## src/rtl/store_pkg.sv

```systemverilog
// store_pkg: shared types and funct3 encodings for the store alignment path.
package store_pkg;
  typedef enum logic [1:0] {IDLE, WORD0, WORD1} state_e;
  typedef logic [3:0] be_t;
  localparam logic [2:0] F3_SB = 3'b000;
  localparam logic [2:0] F3_SH = 3'b001;
  localparam logic [2:0] F3_SW = 3'b010;
  function automatic be_t base_be(input logic [2:0] f3);
    return f3 == F3_SB ? 4'b0001 : f3 == F3_SH ? 4'b0011 : f3 == F3_SW ? 4'b1111 : 4'b0000;
  endfunction
endpackage

```

## src/rtl/store_lane_shift.sv

```systemverilog
// store_lane_shift: maps store size/offset/data onto a two-word lane window.
module store_lane_shift
  import store_pkg::*;
(
  input  logic [2:0]  funct3,
  input  logic [1:0]  off,
  input  logic [31:0] data,
  output logic [7:0]  be8,
  output logic [63:0] data64,
  output logic        split,
  output logic        misaligned,
  output logic        illegal
);
  logic [31:0] masked;
  always_comb begin
    illegal    = funct3 != F3_SB && funct3 != F3_SH && funct3 != F3_SW;
    // Bytes outside the store size are zeroed so unused write lanes stay 0.
    masked     = funct3 == F3_SB ? {24'b0, data[7:0]} : funct3 == F3_SH ? {16'b0, data[15:0]} : data;
    be8        = {4'b0, base_be(funct3)} << off;
    data64     = {32'b0, masked} << {off, 3'b000};
    split      = |be8[7:4];
    misaligned = (funct3 == F3_SH && off[0]) || (funct3 == F3_SW && off != 2'b00);
  end
endmodule

```

## src/rtl/store_align_unit.sv

```systemverilog
// store_align_unit: issues aligned byte-enabled memory writes for SB/SH/SW (MISALIGN_SPLIT_EN enables split stores).
module store_align_unit
  import store_pkg::*;
#(
  parameter int ADDR_W = 32
) (
  input  logic              clk,
  input  logic              rst_n,
  input  logic              st_valid,
  output logic              st_ready,
  input  logic [2:0]        st_funct3,
  input  logic [ADDR_W-1:0] st_addr,
  input  logic [31:0]       st_data,
  output logic              st_done,
  output logic              st_misaligned,
  output logic              st_illegal,
  output logic              mem_req,
  input  logic              mem_ready,
  output logic [ADDR_W-1:0] mem_addr,
  output logic [31:0]       mem_wdata,
  output logic [3:0]        mem_be
);
`ifdef MISALIGN_SPLIT_EN
  localparam logic SPLIT_EN = 1'b1;
`else
  localparam logic SPLIT_EN = 1'b0;
`endif
  state_e            state_q, state_d;
  logic [ADDR_W-1:0] addr_q, addr_d;
  logic [31:0]       wdata_q, wdata_d, hi_wdata_q, hi_wdata_d;
  be_t               be_q, be_d, hi_be_q, hi_be_d;
  logic              split_q, split_d, done_q, done_d, mis_q, mis_d, ill_q, ill_d;
  logic [7:0]        be8;
  logic [63:0]       data64;
  logic              split, misaligned, illegal;
  store_lane_shift u_shift (
    .funct3(st_funct3),
    .off(st_addr[1:0]),
    .data(st_data),
    .be8(be8),
    .data64(data64),
    .split(split),
    .misaligned(misaligned),
    .illegal(illegal)
  );
  always_comb begin
    state_d    = state_q;
    addr_d     = addr_q;
    wdata_d    = wdata_q;
    be_d       = be_q;
    hi_wdata_d = hi_wdata_q;
    hi_be_d    = hi_be_q;
    split_d    = split_q;
    done_d     = 1'b0;
    mis_d      = 1'b0;
    ill_d      = 1'b0;
    case (state_q)
      IDLE: if (st_valid) begin
        if (illegal) ill_d = 1'b1;
        else if (misaligned && !SPLIT_EN) mis_d = 1'b1;
        else begin
          state_d    = WORD0;
          addr_d     = {st_addr[ADDR_W-1:2], 2'b00};
          wdata_d    = data64[31:0];
          be_d       = be8[3:0];
          hi_wdata_d = data64[63:32];
          hi_be_d    = be8[7:4];
          split_d    = split && SPLIT_EN;
        end
      end
      WORD0: if (mem_ready) begin
        if (split_q) begin
          state_d = WORD1;
          addr_d  = addr_q + ADDR_W'(4);
          wdata_d = hi_wdata_q;
          be_d    = hi_be_q;
        end else begin
          state_d = IDLE;
          done_d  = 1'b1;
          addr_d  = '0;
          wdata_d = '0;
          be_d    = '0;
        end
      end
      WORD1: if (mem_ready) begin
        state_d = IDLE;
        done_d  = 1'b1;
        addr_d  = '0;
        wdata_d = '0;
        be_d    = '0;
      end
      default: state_d = IDLE;
    endcase
  end
  always_ff @(posedge clk or negedge rst_n) begin
    if (!rst_n) begin
      state_q    <= IDLE;
      addr_q     <= '0;
      wdata_q    <= '0;
      be_q       <= '0;
      hi_wdata_q <= '0;
      hi_be_q    <= '0;
      split_q    <= 1'b0;
      done_q     <= 1'b0;
      mis_q      <= 1'b0;
      ill_q      <= 1'b0;
    end else begin
      state_q    <= state_d;
      addr_q     <= addr_d;
      wdata_q    <= wdata_d;
      be_q       <= be_d;
      hi_wdata_q <= hi_wdata_d;
      hi_be_q    <= hi_be_d;
      split_q    <= split_d;
      done_q     <= done_d;
      mis_q      <= mis_d;
      ill_q      <= ill_d;
    end
  end
  assign st_ready      = state_q == IDLE;
  assign mem_req       = state_q != IDLE;
  assign mem_addr      = addr_q;
  assign mem_wdata     = wdata_q;
  assign mem_be        = be_q;
  assign st_done       = done_q;
  assign st_misaligned = mis_q;
  assign st_illegal    = ill_q;
endmodule

```

## config.mk

```make
export PLATFORM = sky130hd
export DESIGN_NAME = store_align_unit
export DESIGN_NICKNAME = d
export VERILOG_FILES = /design/src/rtl/store_pkg.sv /design/src/rtl/store_lane_shift.sv /design/src/rtl/store_align_unit.sv
export SDC_FILE = /design/constraint.sdc
export NUM_CORES = 1
export LEC_CHECK = 0
export BUFFER_PORTS_ARGS = -buffer_cell sky130_fd_sc_hd__buf_2
export CORE_MARGIN = 2
export CORE_UTILIZATION = 43
export CTS_CLUSTER_SIZE = 14
export DETAILED_ROUTE_END_ITERATION = 16
export HOLD_SLACK_MARGIN = 0.15
export PLACE_DENSITY_LB_ADDON = 0.25
export SLEW_MARGIN = 30
export SYNTH_ARGS = -nofsm -noshare
export SYNTH_HDL_FRONTEND = slang
export SYNTH_SLANG_ARGS = --single-unit
```

## constraint.sdc

```tcl
create_clock -name clk -period 1.7 [get_ports clk]
set_input_delay 0.17 -clock clk [delete_from_list [all_inputs] [get_ports clk]]
set_output_delay 0.17 -clock clk [all_outputs]
set_load 0.1 [all_outputs]
```

* Yosys cells after proc, flatten, opt, wreduce, memory -nomap -nowiden
Index checks and enable logic that the tools add are counted.
** Operators by class
- Reductions and logical operators :: 14
- Shift operators :: 2
- Equal/unequal tests :: 11
- Multiplexer cells :: 33
** Operators by type and width (number)
- 2-to-1 mux 32 bit :: 9
- one-hot mux 32 bit (2 select lines) :: 2
- << shifter 32 x 5 -> 32 bit :: 1
- 2-to-1 mux 4 bit :: 7
- inequality test 2 bit, second input constant :: 5
- 2-to-1 mux 1 bit :: 9
- 2-to-1 mux 2 bit :: 4
- one-hot mux 4 bit (2 select lines) :: 1
- AND reduction 6 bit :: 1
- nonzero test 3 bit :: 2
- AND reduction 5 bit :: 1
- logical AND 1 bit :: 4
- one-hot mux 2 bit (2 select lines) :: 1
- nonzero test 2 bit :: 2
- << shifter 4 x 2 -> 4 bit :: 1
- equality test 3 x 1 -> 1 bit, second input constant :: 1
- equality test 3 x 2 -> 1 bit, second input constant :: 1
- zero test 3 bit :: 1
- inequality test 3 x 1 -> 1 bit, second input constant :: 1
- inequality test 3 x 2 -> 1 bit, second input constant :: 1
- equality test 2 x 1 -> 1 bit, second input constant :: 1
- equality test 2 bit, second input constant :: 1
- zero test 2 bit :: 1
- OR reduction 2 bit :: 1
- logical OR 1 bit :: 1
** Word-level totals
- Register bits after elaboration :: 73
- Output and inout port bits :: 73
- Word-level logic and storage cells :: 67
- Input port bits :: 71

* Depth between registers and ports, before layout
- Word-level depth :: 9
- Mapped depth :: 7
- Gate-level depth less buffers :: 4

* Modules after synthesis
From an unflattened synthesis, not the netlist that was laid out.
** Unflattened totals
- Cells, all modules :: 400
- Area total of the unflattened synthesis :: 4416.7 sq um
** By module, submodules not included
- store_align_unit :: cells an instance 233, instances 1, area each 3275.6 sq um, seq. area each 1751.7 sq um
- store_lane_shift :: cells an instance 167, instances 1, area each 1141.1 sq um, seq. area each 0.0 sq um

* Worst setup path before layout
OpenSTA, ideal clock, no wires.
- Path kind :: flip-flop to flip-flop
- From :: register state_q[0]
- To :: register wdata_q[0], in the netlist mem_wdata[0]
- Period minus slack after synthesis :: 2.494 ns
- Arrival time :: 2.371 ns
- Stages on the path, launching flop included :: 5
- Setup time :: 0.123 ns
- Data required time :: 1.577 ns
- Path slack :: -0.794 ns
- Path buffers :: 1
- Path through :: dfrtp_1 -> inv_1 -> and4_1 -> buf_1 -> a22o_1
** Between the ends
- Word-level cells in the longest chain between the ends :: 3
- Elaborated cells between the ends (all ways) :: 12
- Those cells by class :: 7 x eq/ne; 1 x mux; 4 x reduce/logical
** RTL lines
- start: declaration :: line store_align_unit.sv:28 : state_e state_q, state_d;
- start signal: assignment :: line store_align_unit.sv:108 : state_q <= state_d;
- zero test 2 bit *
- named net st_ready :: line store_align_unit.sv:10 : output logic st_ready,
- inequality test 2 bit (no line) or nonzero test 3 bit (tied branches)
- AND reduction 6 bit (no line)
- end signal: assignment :: line store_align_unit.sv:110 : wdata_q <= wdata_d;
- end: declaration :: line store_align_unit.sv:30 : logic [31:0] wdata_q, wdata_d, hi_wdata_q, hi_wdata_d;
Mark *: on every way through the listed nets, which the timed path passes. The rest lies on a longest branch.
A chain may end at the register's enable or synchronous reset.

* Final worst setup path
- From :: register state_q[0]
- To :: register wdata_q[22], in the netlist mem_wdata[22]
** Between the ends
- Word-level cells in the longest chain between the ends :: 3
- Elaborated cells between the ends (all ways) :: 12
- Those cells by class :: 7 x eq/ne; 1 x mux; 4 x reduce/logical
** RTL lines
- equality test 2 x 1 -> 1 bit, or another cell as far along :: line store_align_unit.sv:57 : case (state_q)
- inequality test 2 bit (no line), or another cell as far along
- AND reduction 6 bit (no line) or one-hot mux 32 bit (2 select lines) (tied branches)
Parallel ways exist; a longest one is shown, timed or not.

==> metrics.txt <==
Port Buffers 141; die area 8213 sq um; Cells after Synth 336; Mean Syn Cell Area 9.604 sq um; dpl cell area 4185 sq um; Worst Reg-to-Reg Cells 4; final max-slew violation count 0; Final nets 585; largest cells by area after synthesis dfrtp_1, nand2_1, nand3_1; die extent in x 90.63 microns; Critical path origin state_q[0]; Yosys top cell by area dfrtp_1; Max Freq 607.2 MHz; RSZ-0062 raised after global routing false; CTS resizes 0; status complete, no violations; CP endpoint mem_wdata[22]; r2r endpoint mem_wdata[22]; final worst-path cycle share 0.9688; grt total ovfl 0; DR WL/cell 15.63 microns; setup violators final 0; Worst-Skew Late Latency 0.34 ns; Pre-Repair DR Iteration Count 4; Worst EP arrival 1.88 ns; r2r startpoint state_q[0]; sequential area share after synthesis 0.5428; Root Buffer clkbuf_8; area delta synth->final 49.24%; via count of the first global-routing pass 3088; core area 7253 sq um; slew at the pin closest to its max-slew limit 0.5612 ns; CTS max path bufs 2; Routability Congestion 0.8466; commonest non-fill, non-tap cell in the layout buf_2; worst hold slack 0.1615 ns; CTS HTree Levels 3; CP Capture Type flip-flop; DR iter-0 viols 169; worst vdd ir 0.0006049 V; R2R Setup Slk 0.05 ns; final non-filler cell area 4816 sq um; ant diodes 0; Post-synth EDFFs 0; post-CTS setup buffers 0; clock buffer count from CTS 9; relative max-transition margin 0.6259; Starting Density 0.4449; Setup Crit Path Kind flip-flop to flip-flop; I/O pin count 144; max-cap viol count 0; Mapped Area 3227 sq um; largest net degree at the start of global routing 59; ys async rst share 1.000; Final Hold Fails 0; Layout Utilization 0.6640; CP required 1.93 ns; initial antenna violation count 0; Most used DFF post-synth dfrtp_1; minimum clock period 1.647 ns; Layout Skew 0.004188 ns; CTS tree yes; Leakage 2.596 nW; post-synthesis register bit count 70; Via Count 3186; Total GRT Usage 0.2343; Die H 90.63 microns; # DRC 0; Synthesis Warnings 0; Core Rows 31; first-pass GRT wire length 15250 microns; top-area cell type share of the netlist area 0.5428; Routed Antenna Nets 0; WL final 9659 microns; CTS sink cnt 70; layout cells sized above 1 0.3796; distinct cell type count after synthesis 33; CP Max Fanout 11; Clock Pin Slew Worst Setup and Hold Paths 0.07 ns; vias per inst 5.155; P per Cell Area 1328 nW/um^2; startpoint types flip-flop; hpwl dp 6242 microns; Hold Path Class primary input to flip-flop; most frequent cells in the layout buf_2, dfrtp_1, nand2_1, dlygate4sd3_1, nand3_1
[flip-flops by register name, summed over array words and instances, names as in the netlist]
| name | cells |
|---|---|
| mem_addr | 30 |
| st_done | 1 |
| mem_be | 4 |
| mem_wdata | 32 |
| state_q | 1 |
| st_misaligned | 1 |
| st_illegal | 1 |
[worst min-delay path by stage]
stage	start	depth (start not counted)	slack [ns]	endpoint
finish	st_addr[0]	3	0.16	st_misaligned
global route	st_addr[0]	3	0.17	st_misaligned
CTS	st_funct3[1]	3	0.15	st_misaligned
detailed placement	rst_n	2	0.18	mem_addr[26]
global placement	rst_n	2	0.19	mem_addr[25]
floorplan	rst_n	0	-0.13	mem_addr[10]
[cell families (layout without fill, tap and decap cells)]
family                 after synthesis  in the layout  share of synthesized area
flip-flops                          70             70                     0.5428
AO/OA/AOI/OAI                       67             67                     0.1477
buffers and inverters               37            218                    0.05506
multiplexers                        16             16                    0.04963
AND/OR/NAND/NOR                    144            145                     0.2009
XOR/XNOR                             1              1                   0.002715
other                                1              2                   0.001162
[per-stage QoR]
step                      setup slack (ns)  TNS, ns  power (mW)  cells
after detailed placement           0.06417        0       5.040    559
after CTS                          0.05113        0       6.414    616
after global placement              0.1028        0       5.014    559
after global routing              0.002417        0       6.652    618
after floorplan                    -0.2512   -5.743       4.496    337
final                              0.05310        0       6.396    618
[per-layer routing]
layer  vias to the layer above  GRT usage  wire [microns]
li1                       1525          -               -
met1                      1514     0.3087            4302
met2                       138     0.3831            4559
met3                         9    0.06177             702
met4                         0    0.06410              95
met5                         -          0               0
[worst max-delay path, cell delays in order (launching register included)]
cell and delay [ns]:
dfrtp_4 0.48, or3b_4 0.40, o21ba_4 0.30, nor2_2 0.13, a32o_1 0.23
[layout make-up]
class | count | area (sq um)
clock inverters | 7 | 65.06
repair buffers | 194 | 1286
clock buffers | 9 | 123.9
well taps | 99 | 123.9
flip-flops and latches | 70 | 1755
multi-input cells | 231 | 1428
inverters | 8 | 33.78
fillers | 600 | 2437
[synthesized netlist by cell type (all sizes together) (2+ instances only)]
library cell / n
inv: 8
dfrtp: 70
nor3b: 5
o21ai: 19
a21o: 2
a22o: 15
a221oi: 4
mux2i: 16
a221o: 4
nor2: 25
buf: 16
a32o: 5
nand2: 63
o21bai: 2
nand3: 44
a21oi: 12
clkbuf: 13
nor2b: 2
[power breakdown]
| part | internal (mW) | leakage [nW] | switching, mW | total, mW |
|---|---|---|---|---|
| clock network | 0.666 | 0.0948 | 0.630 | 1.30 |
| registers | 1.93 | 0.925 | 0.156 | 2.08 |
| logic | 0.535 | 1.58 | 2.48 | 3.02 |
| total | 3.13 | 2.60 | 3.27 | 6.40 |
[repair_timing]
item / in CTS / in global routing
hold endpoints to repair: 111 / 0
hold buffers: 41 / 0
endpoints found under the setup margin: 0 / 9
Power figures use the tool's default switching activity.
